==> config.mk <==
export PLATFORM = sky130hd
export DESIGN_NAME = uart_rx_ctrl
export DESIGN_NICKNAME = d
export VERILOG_FILES = /design/src/rtl/uart_pkg.sv /design/src/rtl/uart_rx_bit_sampler.sv /design/src/rtl/uart_rx_ctrl.sv
export SDC_FILE = /design/constraint.sdc
export NUM_CORES = 1
export LEC_CHECK = 0
export BUFFER_PORTS_ARGS = -buffer_cell sky130_fd_sc_hd__buf_4
export CAP_MARGIN = 20
export CORE_MARGIN = 8
export CORE_UTILIZATION = 64
export CTS_BUF_LIST = sky130_fd_sc_hd__clkbuf_4
export CTS_CLUSTER_SIZE = 20
export DETAILED_ROUTE_END_ITERATION = 8
export PLACE_DENSITY = 0.87
export SLEW_MARGIN = 15
export SYNTH_ARGS = -nofsm -noshare
export SYNTH_HDL_FRONTEND = slang
export SYNTH_SLANG_ARGS = --single-unit
==> constraint.sdc <==
create_clock -name UCLK -period 4.4 [get_ports UCLK]
set_clock_uncertainty 0.1 [all_clocks]
set_input_delay 0.88 -clock UCLK [delete_from_list [all_inputs] [get_ports UCLK]]
set_output_delay 0.88 -clock UCLK [all_outputs]
set_load 0.005 [all_outputs]
==> src/rtl/uart_pkg.sv <==
// uart_pkg: shared UART state encoding and bit-timing helpers
package uart_pkg;
  typedef enum logic [2:0] {IDLE, START, DATA, PARITY, STOP, RECOVER} rx_state_t;
  function automatic int mid_of(input int oversample);
    return oversample / 2;
  endfunction
endpackage

==> src/rtl/uart_rx_bit_sampler.sv <==
// uart_rx_bit_sampler: 3-sample window with majority vote on the RX line
module uart_rx_bit_sampler (
  input  logic UCLK,
  input  logic reset,
  input  logic i_capture,
  input  logic i_rx,
  output logic o_vote
);
  logic [1:0] r_smp;
  // Shift in the line on each capture tick; the third sample is the live line
  always_ff @(posedge UCLK or negedge reset)
    if (!reset) r_smp <= '0;
    else if (i_capture) r_smp <= {r_smp[0], i_rx};
  assign o_vote = (r_smp[1] & r_smp[0]) | (r_smp[1] & i_rx) | (r_smp[0] & i_rx);
endmodule

==> src/rtl/uart_rx_ctrl.sv <==
// uart_rx_ctrl: UART receive control FSM with oversampled majority-vote bit recovery
module uart_rx_ctrl
  import uart_pkg::*;
#(
  parameter int DATA_WIDTH = 8,
  parameter int OVERSAMPLE = 16
) (
  input  logic                          UCLK,
  input  logic                          reset,
  input  logic                          os_tick,
  input  logic                          rx_in,
  input  logic                          parity_en,
  input  logic                          parity_odd,
  output logic                          deserializer_enable,
  output logic [$clog2(DATA_WIDTH)-1:0] data_index,
  output logic                          sampled_bit,
  output logic                          rx_busy,
  output logic                          rx_done,
  output logic                          frame_error,
  output logic                          parity_error
);
  localparam int MID = mid_of(OVERSAMPLE);
  localparam int TW  = $clog2(OVERSAMPLE);
  localparam int IW  = $clog2(DATA_WIDTH);
  localparam logic [TW-1:0] C_LAST  = TW'(OVERSAMPLE - 1);
  localparam logic [TW-1:0] C_MIDM1 = TW'(MID - 1);
  localparam logic [TW-1:0] C_MIDP1 = TW'(MID + 1);
  localparam logic [IW-1:0] C_DLAST = IW'(DATA_WIDTH - 1);

  rx_state_t     r_state;
  logic [TW-1:0] r_tick;
  logic [IW-1:0] r_idx;
  logic          r_de, r_bit, r_busy, r_done, r_fe, r_perr;
  logic          r_pe, r_po, r_xor, r_perr_nx;
  logic          w_vote, w_cap, w_vote_t, w_wrap;

  assign w_vote_t = r_tick == C_MIDP1;
  assign w_wrap   = r_tick == C_LAST;
  assign w_cap    = os_tick && r_tick >= C_MIDM1 && r_tick <= C_MIDP1;

  uart_rx_bit_sampler u_sampler (
    .UCLK      (UCLK),
    .reset     (reset),
    .i_capture (w_cap),
    .i_rx      (rx_in),
    .o_vote    (w_vote)
  );

  // Frame sequencing: the start-detect tick is tick 0 of the start bit, so the counter
  // leaves IDLE already at 1; everything except the pulses advances only on os_tick
  always_ff @(posedge UCLK or negedge reset)
    if (!reset) begin
      r_state   <= IDLE;
      r_tick    <= '0;
      r_idx     <= '0;
      r_de      <= 1'b0;
      r_bit     <= 1'b0;
      r_busy    <= 1'b0;
      r_done    <= 1'b0;
      r_fe      <= 1'b0;
      r_perr    <= 1'b0;
      r_pe      <= 1'b0;
      r_po      <= 1'b0;
      r_xor     <= 1'b0;
      r_perr_nx <= 1'b0;
    end else begin
      r_de   <= 1'b0;
      r_done <= 1'b0;
      if (os_tick) begin
        r_tick <= (r_state == IDLE) ? TW'(!rx_in) : w_wrap ? '0 : r_tick + TW'(1);
        case (r_state)
          IDLE:
            if (!rx_in) begin
              r_state <= START;
              r_busy  <= 1'b1;
              r_pe    <= parity_en;
              r_po    <= parity_odd;
              r_xor   <= 1'b0;
            end
          START:
            if (w_vote_t && w_vote) begin
              r_state <= IDLE;
              r_busy  <= 1'b0;
            end else if (w_wrap) r_state <= DATA;
          DATA: begin
            if (w_vote_t) begin
              r_de  <= 1'b1;
              r_bit <= w_vote;
              r_xor <= r_xor ^ w_vote;
            end
            if (w_wrap) begin
              r_idx <= (r_idx == C_DLAST) ? '0 : r_idx + IW'(1);
              if (r_idx == C_DLAST) r_state <= r_pe ? PARITY : STOP;
            end
          end
          PARITY: begin
            if (w_vote_t) r_perr_nx <= r_xor ^ w_vote ^ r_po;
            if (w_wrap) r_state <= STOP;
          end
          STOP:
            if (w_vote_t) begin
              r_done  <= 1'b1;
              r_fe    <= ~w_vote;
              r_perr  <= r_pe & r_perr_nx;
              r_busy  <= ~w_vote;
              r_state <= w_vote ? IDLE : RECOVER;
            end
          RECOVER:
            if (rx_in) begin
              r_state <= IDLE;
              r_busy  <= 1'b0;
            end
          default: r_state <= IDLE;
        endcase
      end
    end

  assign deserializer_enable = r_de;
  assign data_index          = r_idx;
  assign sampled_bit         = r_bit;
  assign rx_busy             = r_busy;
  assign rx_done             = r_done;
  assign frame_error         = r_fe;
  assign parity_error        = r_perr;
endmodule

Word-level counts from Yosys, hierarchy flattened:

Cells that the tools add are included.

* register bits after elaboration: 22
* input bits: 6
* output and inout bits: 9
* word-level logic and storage cells: 87

* $add $sub $neg: 2
* order comparisons: 2
* eq/ne operators: 17
* muxes and demuxes: 27
* bitwise gates (word level): 10
* reduce and logical (&&, ||, !) cells: 15

Operators with widths (number)
* 3-bit 2-to-1 mux: 11
* 3-bit case mux with 6 select lines: 1
* 2-bit != test (second input constant): 8
* 3-bit AND reduction: 5
* 1-bit 2-to-1 mux: 11
* 3-bit equality test (second input constant): 3
* 4-bit equality test (second input constant): 2
* 4-bit 2-to-1 mux: 2
* 8-bit AND reduction: 1
* 3-bit by 2-bit equality test with 1-bit output (second input constant): 2
* 6-bit AND reduction: 1
* 4-bit by 1-bit adder with 4-bit output (second input constant): 1
* 1-bit AND: 4
* 4-bit by 3-bit greater-or-equal comparator with 1-bit output (second input constant): 1
* 4-bit less-or-equal comparator (second input constant): 1
* 1-bit case mux with 4 select lines: 1
* 4-bit AND reduction: 1
* 4-bit nonzero test: 1
* 3-bit by 1-bit adder with 3-bit output (second input constant): 1
* 3-bit by 1-bit equality test with 1-bit output (second input constant): 1
* 1-bit logical AND: 3
* 3-bit zero test: 1
* 3-bit != test (second input constant): 1
* 1-bit NOT: 2
* other kinds (5): 7

Longest topological paths before layout:

Gate-level depths: netlist (run 1).

* depth in word-level cells: 6
* mapped depth: 6

Hierarchy:

Synthesis (run 1) repeated with hierarchy kept, for this count alone.

* cell total of the unflattened synthesis: 123
* area total of the unflattened synthesis: 1239.9 sq um

By module, submodules not included
* uart_rx_ctrl: instances 1, cells each 118, area each 1156.1 sq um
* uart_rx_bit_sampler: instances 1, cells each 5, area each 83.8 sq um

Worst setup path after synthesis (run 1):

Ideal clock, no wire load.

* kind: input -> register
* start: input port rx_in
* end: register r_state[0]
* setup time: 0.078 ns
* arrival time: 1.855 ns
* required time: 4.222 ns
* slack: 2.367 ns
* stages on the path: 5
* cell sequence: clkbuf_2 > maj3_2 > nor3b_1 > o311ai_2 > o2bb2ai_1

* word-level cells in the longest chain between the ends: 6
* elaborated cells between the ends (all ways): 13

Ends and longest elaborated chain
* from (decl): RTL line uart_rx_ctrl.sv:11 `input logic rx_in,`
* 1-bit AND: RTL line uart_rx_bit_sampler.sv:14 `assign o_vote = (r_smp[1] & r_smp[0]) | (r_smp[1] & i_rx) | (r_smp[0] & i_rx);`
* 1-bit bitwise OR (2 in a row): RTL line uart_rx_bit_sampler.sv:14
* 3-bit 2-to-1 mux or 1-bit logical AND (tied branches): RTL line uart_rx_ctrl.sv:106, uart_rx_ctrl.sv:81
* 3-bit 2-to-1 mux, or another cell as far along: RTL line uart_rx_ctrl.sv:101 `if (w_vote_t) begin`
* 3-bit case mux with 6 select lines or 8-bit AND reduction (tied branches)
* to (signal assigned): RTL line uart_rx_ctrl.sv:93 `if (r_idx == C_DLAST) r_state <= r_pe ? PARITY : STOP;`
* to (signal assigned): RTL line uart_rx_ctrl.sv:106 `r_state <= w_vote ? IDLE : RECOVER;`
* to (decl): RTL line uart_rx_ctrl.sv:30 `rx_state_t r_state;`

Parallel ways exist; a longest one is shown, timed or not. The select of a mux whose other input is x is not followed.
A chain may end at the register's enable or synchronous reset.

Worst setup path in the final report (run 1):

* start: register r_idx[0] (netlist: data_index[0])
* end: output port data_index[0]

RTL lines
* from (decl): RTL line uart_rx_ctrl.sv:32 `logic [IW-1:0] r_idx;`
* from (signal assigned): RTL line uart_rx_ctrl.sv:92 `r_idx <= (r_idx == C_DLAST) ? '0 : r_idx + IW'(1);`
* to (decl): RTL line uart_rx_ctrl.sv:15 `output logic [$clog2(DATA_WIDTH)-1:0] data_index,`

No word-level cell between the ends.

==> flow_summary_export.csv, run 1 <==
group,metric,value,unit
status,outcome,"finished clean",
layout,area_delta_synth_final,10.3,%
drt,vias,956,
cts,cts_hold_buffers,0,
cts,cts_root_buf,"clkbuf_4",
cts,htree_levels,1,
synthesis,synth_common_cells,"22 x dfrtp_1, 11 x nor2_1, 10 x nand2_1",
flow_run,cap_violations,0,
cts,clockBufferDepth,2,
sta,finalSetupViolations,0,
sta,hold_viol_final,0,
power_and_ir_drop,p_seq_share,50.3,%
cts,clk_pin_slew,0.12,ns
sta,fmax,538,MHz
sta,setup_tns,0,ns
synthesis,synth-warning-count,0,
power_and_ir_drop,p_int,407,uW
global_routing,grt-ovfl-total,0,
global_routing,grt_pass1_wl,4130,um
synthesis,ys_types,42,
min_path,holdCritPathClass,"in2async",
setup_path,worstPathArrival,0.88,ns
cts,ctsResizeCount,0,
setup_path,critical_path_class,"reg2out",
die,fp.dieW,59.8,um
drt,wl_per_cell,15.0,um
global_routing,grt_max_degree,23,
setup_path,cp_data_required_time,3.42,ns
synthesis,ys_seq_area_share,44.8,%
power_and_ir_drop,ir_drop,386,uV
synthesis,synth_ff_type,"dfrtp_1",
power_and_ir_drop,power_leakage,0.639,nW
synthesis,synth_edf_count,0,
layout,fill_cells,160,
setup_path,crit_path_cell_trace,"buf_4",
die,core_region_area,1880,um2
global_routing,grt_antenna_before_repair,0,
drt,first_iter_violations,36,
sta,setup_slack,2.54,ns
power_and_ir_drop,p_per_area,485,nW/um2
synthesis,synth_seq_cells,22,
power_and_ir_drop,pwr-share-comb,35.6,%
die,ios,15,
synthesis,synthTopCellsByArea,"dfrtp_1 45%, mux2_2 7.3%, ha_1 5.1%, o21ai_0 3.7%, nor2_1 3.4%",
cts,cts_tree,"done",
sta,fin_crit_sh,42.2,%
placed_design,place_congestion,0.871,
synthesis,syn_inst,122,
drt,drc,0,
layout,diodes,0,
synthesis,async_flop_share,100,%
synthesis,synth_most_common_cell,"dfrtp_1",
setup_path,end_kind,"output pin",
power_and_ir_drop,switching_share,38.2,%
cts,post_cts_buffers,0,
setup_path,cp_max_fo,4,
placed_design,dp_hpwl,1770,um
global_routing,first_global_vias,929,
placed_design,io_buffers,14,
sta,fin_crit,1.86,ns
sta,final_max_slew_viol_count,0,
power_and_ir_drop,p_switching,251,uW
layout,drive_above_1_share,21.8,%
die,dieArea,3580,um2
global_routing,grt.total_usage,14.9,%
die,rows,16,
sta,worst_pin_slew,0.752,ns
synthesis,syn_area,1230,um2
setup_path,crit_slowest_cell,"dfrtp_1",
die,die_h,59.8,um
drt,antenna_left,0,
cts,clkLatencyLatePin,0.30,ns
setup_path,critPathLaunchType,"flop",
drt,drt-total-wl,2390,um
drt,first_pass_iters,4,
setup_path,path_buf_inv,1,
die,initial_utilization,65.3,%
setup_path,crit_family,"flip-flops",
cts,cts_sinks,22,
sta,max_slew_margin,49.5,%
synthesis,netlist.area_leader.share,44.8,%
placed_design,pre_cts_slack,2.25,ns
drt,routed_via_density,5.98,
layout,nets,145,
setup_path,crit_path_max_incr_delay,0.43,ns
cts,cts_buffers,3,
synthesis,avgSynthCellArea,10.1,um2
synthesis,synth_nets,133,
synthesis,synth_top_cell_by_area,"dfrtp_1",
power_and_ir_drop,power_frac_clock,14.1,%
sta,rsz0062_at_grt,"no",
==> flip-flops by register name, indices dropped and copies added (netlist names) <==
name,cells
parity_error,1
r_pe,1
r_po,1
u_sampler.r_smp,2
sampled_bit,1
data_index,3
deserializer_enable,1
rx_done,1
rx_busy,1
frame_error,1
r_state,3
r_perr_nx,1
r_xor,1
r_tick,4
==> power groups by stage <==
stage / combinational, mW / sequential [mW] / clock, mW
2_1_floorplan: 0.213 / 0.294 / 0
5_1_grt: 0.263 / 0.342 / 0.102
6_report: 0.234 / 0.331 / 0.0927
3_5_place_dp: 0.233 / 0.335 / 0
3_3_place_gp: 0.223 / 0.328 / 0
4_1_cts: 0.235 / 0.331 / 0.0951
==> cells by family (layout without fill, tap and decap cells) <==
group / Yosys count / in the layout / share of synthesized area (%)
compound gates: 29 / 29 / 16.6
xor+xnor: 2 / 2 / 1.43
fa+ha+maj: 6 / 6 / 6.01
buf+inv: 12 / 23 / 4.68
flops: 22 / 22 / 44.8
mux: 8 / 8 / 7.33
simple gates: 43 / 43 / 19.1
==> path summary, 6_finish.rpt <==
| check | from | to | slack (ns) | cells past startpoint |
|---|---|---|---|---|
| max reg2reg | r_tick[0] | r_state[2] | 2.58 | 5 |
| min reg2reg | parity_error | parity_error | 0.41 | 2 |
| min in group UCLK | parity_error | parity_error | 0.41 | 2 |
| min | reset | r_tick[2] | 0.33 | 1 |
| max | data_index[0] | data_index[0] | 2.54 | 1 |
| max in group asynchronous | reset | r_state[0] | 3.65 | 1 |
==> stage by stage <==
stage	instances	hold WS [ns]	util, %	power (mW)	instance area [um2]
after floorplan	122	0.373	-	0.507	1230
after global placement	156	0.370	70.6	0.551	1330
after detailed placement	156	0.381	70.6	0.568	1330
after CTS	160	0.341	72.0	0.660	1360
after global routing	160	0.352	72.0	0.707	1360
final	160	0.331	72.0	0.658	1360
==> area by class of cell <==
| class | count | area, um2 | area share, % |
|---|---|---|---|
| Multi-Input combinational cell | 88 | 621 | 45.8 |
| Tap cell | 27 | 33.8 | 2.49 |
| Clock inverter | 1 | 3.75 | 0.277 |
| Clock buffer | 3 | 22.5 | 1.66 |
| Sequential cell | 22 | 551 | 40.6 |
| Timing Repair Buffer | 14 | 105 | 7.76 |
| Inverter | 5 | 18.8 | 1.39 |
==> routing by layer <==
metal | track usage [%] | up-vias | share of wire (%)
met3 | 3.01 | 4 | 6.6
met1 | 18.6 | 455 | 44
met4 | 5.10 | 0 | 1.2
met5 | 0 | - | 0
met2 | 24.6 | 32 | 48
li1 | - | 465 | -
==> cells in the final DEF (no fill, tap or decap), drive strengths merged, types with 2 or more instances in the layout <==
cell type / netlist / routed
dfrtp: 22 / 22
buf: 4 / 14
nor2: 11 / 11
nand2: 10 / 10
o21ai: 9 / 9
mux2: 8 / 8
inv: 5 / 5
ha: 5 / 5
nand3: 4 / 4
nand2b: 3 / 3
a21oi: 3 / 3
nand3b: 3 / 3
o211ai: 3 / 3
clkbuf: 3 / 3
and4b: 2 / 2
o21a: 2 / 2
nor3b: 2 / 2
nor3: 2 / 2
o311ai: 2 / 2
(Power assumes the default switching activity.)
==> run 2: changes to the inputs <==
--- a/config.mk
+++ b/config.mk
@@ -8,11 +8,11 @@
 export BUFFER_PORTS_ARGS = -buffer_cell sky130_fd_sc_hd__buf_4
 export CAP_MARGIN = 20
 export CORE_MARGIN = 8
-export CORE_UTILIZATION = 64
+export CORE_UTILIZATION = 59
 export CTS_BUF_LIST = sky130_fd_sc_hd__clkbuf_4
 export CTS_CLUSTER_SIZE = 20
 export DETAILED_ROUTE_END_ITERATION = 8
-export PLACE_DENSITY = 0.87
+export PLACE_DENSITY = 0.81
 export SLEW_MARGIN = 15
 export SYNTH_ARGS = -nofsm -noshare
 export SYNTH_HDL_FRONTEND = slang
==> constraint.sdc (replaced) <==
create_clock -name UCLK -period 1.8 [get_ports UCLK]
set_clock_uncertainty 0.1 [all_clocks]
set_input_delay 0.36 -clock UCLK [delete_from_list [all_inputs] [get_ports UCLK]]
set_output_delay 0.36 -clock UCLK [all_outputs]
set_load 0.005 [all_outputs]
==> flow_summary_export.csv, run 2 (same netlist as run 1, synthesis figures left out) <==
group,metric,value,unit
status,outcome,"finished clean",
placed_design,dp_hpwl,1830,um
layout,area_delta_synth_final,19.9,%
drt,drt-total-wl,2630,um
setup_path,timing.rr.start,"r_tick[0]",
cts,clockBufferDepth,2,
drt,first_iter_violations,22,
cts,clkLatencyLatePin,0.31,ns
sta,worst_pin_slew,0.437,ns
layout,drive_above_1_share,32.6,%
die,dieArea,3800,um2
setup_path,critical_path_class,"reg2reg",
layout,largest_reg_flops,4,
layout,final_common_cell,"buf_4",
sta,fin_crit,1.76,ns
die,ios,15,
min_path,holdCritPathClass,"in2reg",
layout,stdcell_count,171,
placed_design,io_buffers,14,
placed_design,place_congestion,0.857,
layout,post-route-util,75.1,%
global_routing,grt_max_degree,23,
setup_path,worstPathArrival,1.92,ns
setup_path,critPathLaunchType,"flop",
min_path,holdCritStartpoint,"parity_odd",
cts,cts_buffers,3,
drt,drc,0,
die,core_region_area,1960,um2
cts,cts_sinks,22,
cts,cts_tree,"done",
power_and_ir_drop,switching_share,37.7,%
setup_path,cp_data_required_time,1.95,ns
setup_path,crit_start,"r_tick[0]",
sta,finalSetupViolations,0,
layout,nets,157,
drt,first_pass_iters,4,
die,fp.dieW,61.6,um
die,initial_utilization,62.6,%
layout,fill_cells,145,
drt,vias,1004,
global_routing,first_global_vias,1032,
power_and_ir_drop,p_seq_share,46.1,%
power_and_ir_drop,power_leakage,0.695,nW
sta,setup_tns,0,ns
power_and_ir_drop,pwr-share-comb,41.1,%
die,die_h,61.6,um
power_and_ir_drop,p_per_area,1160,nW/um2
global_routing,grt-ovfl-total,0,
global_routing,grt_antenna_before_repair,0,
power_and_ir_drop,power_frac_clock,12.8,%
sta,fmax,567,MHz
cts,htree_levels,1,
sta,final_max_slew_viol_count,0,
power_and_ir_drop,p_switching,647,uW
power_and_ir_drop,p_int,1.07,mW
layout,top_register,"r_tick",
placed_design,dp_cells,162,
cts,clk_pin_slew,0.10,ns
setup_path,end_kind,"flop",
sta,max_slew_margin,70.8,%
layout,diodes,0,
sta,rsz0062_at_grt,"yes",
flow_run,cap_violations,0,
global_routing,grt.total_usage,15.8,%
layout,final_cell_mix,"25 x buf_4, 22 x dfrtp_1, 10 x nor2_1, 10 x nand2_1",
power_and_ir_drop,ir_drop,707,uV
sta,hold_viol_final,0,
drt,wl_per_cell,15.4,um
global_routing,grt_pass1_wl,4460,um
drt,routed_via_density,5.87,
cts,cts_root_buf,"clkbuf_4",
sta,fin_crit_sh,98.0,%
setup_path,cp_max_fo,5,
die,rows,16,
drt,antenna_left,0,
==> run 2: cell type report <==
type / count / area (um2) / share of cell area (%)
multi-input combinational: 88 / 649 / 44.1
sequential: 22 / 551 / 37.4
timing repair buffer: 26 / 198 / 13.4
tap: 27 / 33.8 / 2.29
clock buffer: 3 / 22.5 / 1.53
inverter: 5 / 18.8 / 1.27
==> run 2: worst paths after layout <==
check	cells past startpoint	end	slack, ns
min reg2reg	1	sampled_bit	0.41
min in group asynchronous	2	r_tick[2]	0.37
max	5	r_state[2]	0.04
max in group asynchronous	2	r_pe	0.99
max reg2reg	5	r_state[2]	0.04
min	2	r_po	0.19
==> run 2: power groups by stage <==
| stage | sequential (mW) | clock, mW | combinational (mW) |
|---|---|---|---|
| finish | 0.790 | 0.220 | 0.705 |
| global route | 0.811 | 0.241 | 0.792 |
| CTS | 0.774 | 0.227 | 0.686 |
| detailed placement | 0.787 | 0 | 0.630 |
| global placement | 0.780 | 0 | 0.602 |
| floorplan | 0.719 | 0 | 0.520 |
==> run 2: through the flow <==
step | hold WS [ns] | setup slack (ns) | total power [mW] | area, um2
2_1_floorplan | -0.0356 | 0.0584 | 1.24 | 1230
3_3_place_gp | 0.160 | 0.0530 | 1.38 | 1370
3_5_place_dp | 0.163 | 0.0256 | 1.42 | 1370
4_1_cts | 0.180 | 0.0346 | 1.69 | 1430
5_1_grt | 0.181 | -0.0104 | 1.84 | 1470
6_report | 0.185 | 0.0363 | 1.71 | 1470
==> run 2: repair_timing <==
| item | 4_1_cts | 5_1_grt |
|---|---|---|
| hold buffers | 1 | 0 |
| hold endpoints to repair | 22 | 0 |
| setup buffers | 3 | 2 |
| pin swaps | 0 | 2 |
| setup endpoints to repair | 2 | 6 |
| resized for setup | 1 | 8 |
==> run 2: worst max-delay path: stages, from the launching register on <==
cell,delay (ns)
dfrtp_1,0.44
ha_2,0.23
and4b_1,0.19
or4b_1,0.50
nand3_2,0.12
a211o_1,0.13
==> run 2: metal layers <==
layer  global-route usage (%)  part of all wire [%]
met5                        0                     0
met4                     5.84                  0.65
met3                     4.80                   7.0
met2                     26.4                    50
met1                     18.4                    43
==> run 3: changes to the inputs <==
--- a/config.mk
+++ b/config.mk
@@ -12,7 +12,7 @@
 export CTS_BUF_LIST = sky130_fd_sc_hd__clkbuf_4
 export CTS_CLUSTER_SIZE = 20
 export DETAILED_ROUTE_END_ITERATION = 8
-export PLACE_DENSITY = 0.81
+export PLACE_DENSITY = 0.9
 export SLEW_MARGIN = 15
 export SYNTH_ARGS = -nofsm -noshare
 export SYNTH_HDL_FRONTEND = slang
==> flow_summary_export.csv, run 3 (same netlist as run 1, synthesis figures left out) <==
group,metric,value,unit
setup_path,reg2regPathDepth,5,
global_routing,grt_antenna_before_repair,0,
setup_path,crit_start,"r_tick[0]",
cts,clk_pin_slew,0.13,ns
power_and_ir_drop,power_leakage,0.690,nW
setup_path,end_kind,"flop",
die,initial_utilization,62.6,%
min_path,hold_end,"r_pe",
placed_design,dp_hpwl,1970,um
global_routing,grt_pass1_wl,4420,um
drt,drt-total-wl,2770,um
setup_path,path_buf_inv,0,
sta,fmax,564,MHz
global_routing,grt_util_met2,26.9,%
die,rows,16,
power_and_ir_drop,ir_drop,1070,uV
setup_path,reg2reg_setup_slack,0.03,ns
placed_design,placed_area,1370,um2
flow_run,cap_violations,0,
min_path,holdCritStartpoint,"parity_en",
setup_path,crit_path_max_incr_delay,0.46,ns
cts,clkLatencyLatePin,0.32,ns
layout,design_area,1480,um2
layout,final_common_cell,"buf_4",
setup_path,crit_family,"flip-flops",
drt,vias,1014,
min_path,holdCritPathClass,"in2reg",
global_routing,grt-ovfl-total,0,
drt,antenna_left,0,
sta,hold_viol_final,0,
drt,drc,0,
sta,fin_crit,1.77,ns
sta,final_max_slew_viol_count,0,
cts,clockBufferDepth,2,
setup_path,crit_path_cell_trace,"ha_1 -> and3_2 -> o21a_1 -> and4b_1 -> a211o_1",
power_and_ir_drop,p_total,1.87,mW
placed_design,io_buffers,14,
global_routing,met3_usage,3.55,%
global_routing,grt_util_met1,17.3,%
setup_path,timing.rr.start,"r_tick[0]",
global_routing,first_global_vias,995,
layout,fill_cells,138,
layout,largest_reg_flops,4,
drt,routed_via_density,6.00,
layout,diodes,0,
setup_path,cp_max_fo,6,
drt,first_pass_iters,4,
sta,finalSetupViolations,0,
die,dieArea,3800,um2
setup_path,crit_slowest_cell,"dfrtp_2",
drt,wl_per_cell,16.4,um
layout,nets,154,
cts,cts_root_buf,"clkbuf_4",
power_and_ir_drop,p_per_area,1270,nW/um2
layout,drive_above_1_share,31.7,%
placed_design,place_congestion,0.811,
global_routing,busiest_layer,"met2",
cts,cts_tree,"done",
die,ios,15,
setup_path,worstPathArrival,1.89,ns
layout,top_register,"r_tick",
layout,final_cell_mix,"22 x buf_4, 21 x dfrtp_1, 10 x nor2_1, 10 x nand2_1, 9 x o21ai_0",
setup_path,critPathLaunchType,"flop",
min_path,holdPathStages,2,
setup_path,reg2reg_to,"r_state[2]",
global_routing,grt.total_usage,15.5,%
setup_path,cp.depth,5,
cts,cts_sinks,22,
status,outcome,"finished clean",
global_routing,grt_max_degree,23,
die,fp.dieW,61.6,um
sta,fin_crit_sh,98.5,%
cts,cts_buffers,3,
sta,max_slew_margin,70.7,%
layout,area_delta_synth_final,20.2,%
setup_path,cp_data_required_time,1.92,ns
setup_path,critical_path_class,"reg2reg",
die,die_h,61.6,um
cts,htree_levels,1,
die,core_region_area,1960,um2
sta,worst_pin_slew,0.440,ns
drt,first_iter_violations,45,
## run 3: changes by cell type in the layout (fill, tap and decap cells not counted), sizes merged
cell,change
buf,-3
bufinv,+1
## run 3: final cells by class
type                    instances  area [um2]  area share [%]
clock buffers                   3        22.5            1.53
clock inverters                 1        30.0            2.03
repair buffers                 23         175            11.9
well taps                      27        33.8            2.29
inverters                       5        18.8            1.27
flip-flops and latches         22         552            37.4
multi-input cells              88         644            43.6
## run 3: report_power, final
part	leakage, nW	switching [mW]	internal (mW)
Combinational	0.379	0.325	0.352
Sequential	0.283	0.186	0.622
Clock	0.0279	0.159	0.225
## run 3: worst max path at each step
stage                      end  slack, ns
floorplan           r_state[2]       0.06
global placement    r_state[0]       0.08
detailed placement  r_state[2]      0.006
CTS                 r_state[2]       0.02
global route             r_xor     -0.009
finish              r_state[2]       0.03
## run 3: per-stage QoR
stage | setup WS (ns) | utilization (%) | std cells | TNS (ns) | hold WS (ns)
finish | 0.0265 | 75.3 | 169 | 0 | 0.171
global route | -0.00938 | 75.3 | 169 | -0.0146 | 0.148
CTS | 0.0183 | 73.2 | 167 | 0 | 0.163
detailed placement | 0.00612 | 69.6 | 161 | 0 | 0.161
global placement | 0.0756 | 69.6 | 161 | 0 | 0.158
floorplan | 0.0584 | - | 122 | 0 | -0.0356
## run 3: repair_timing
item / 4_1_cts / 5_1_grt
endpoints found under the hold margin: 22 / 0
endpoints found under the setup margin: 1 / 6
gates resized for setup: 0 / 8
hold buffers: 1 / 0
setup buffers: 1 / 2
pin swaps: 0 / 2
## run 3: metal layers
layer	up-vias	part of all wire, %	routed length (um)
met3	4	5.6	154
li1	483	-	-
met2	31	52	1430
met5	-	0	0
met4	0	1.5	41
met1	496	41	1140
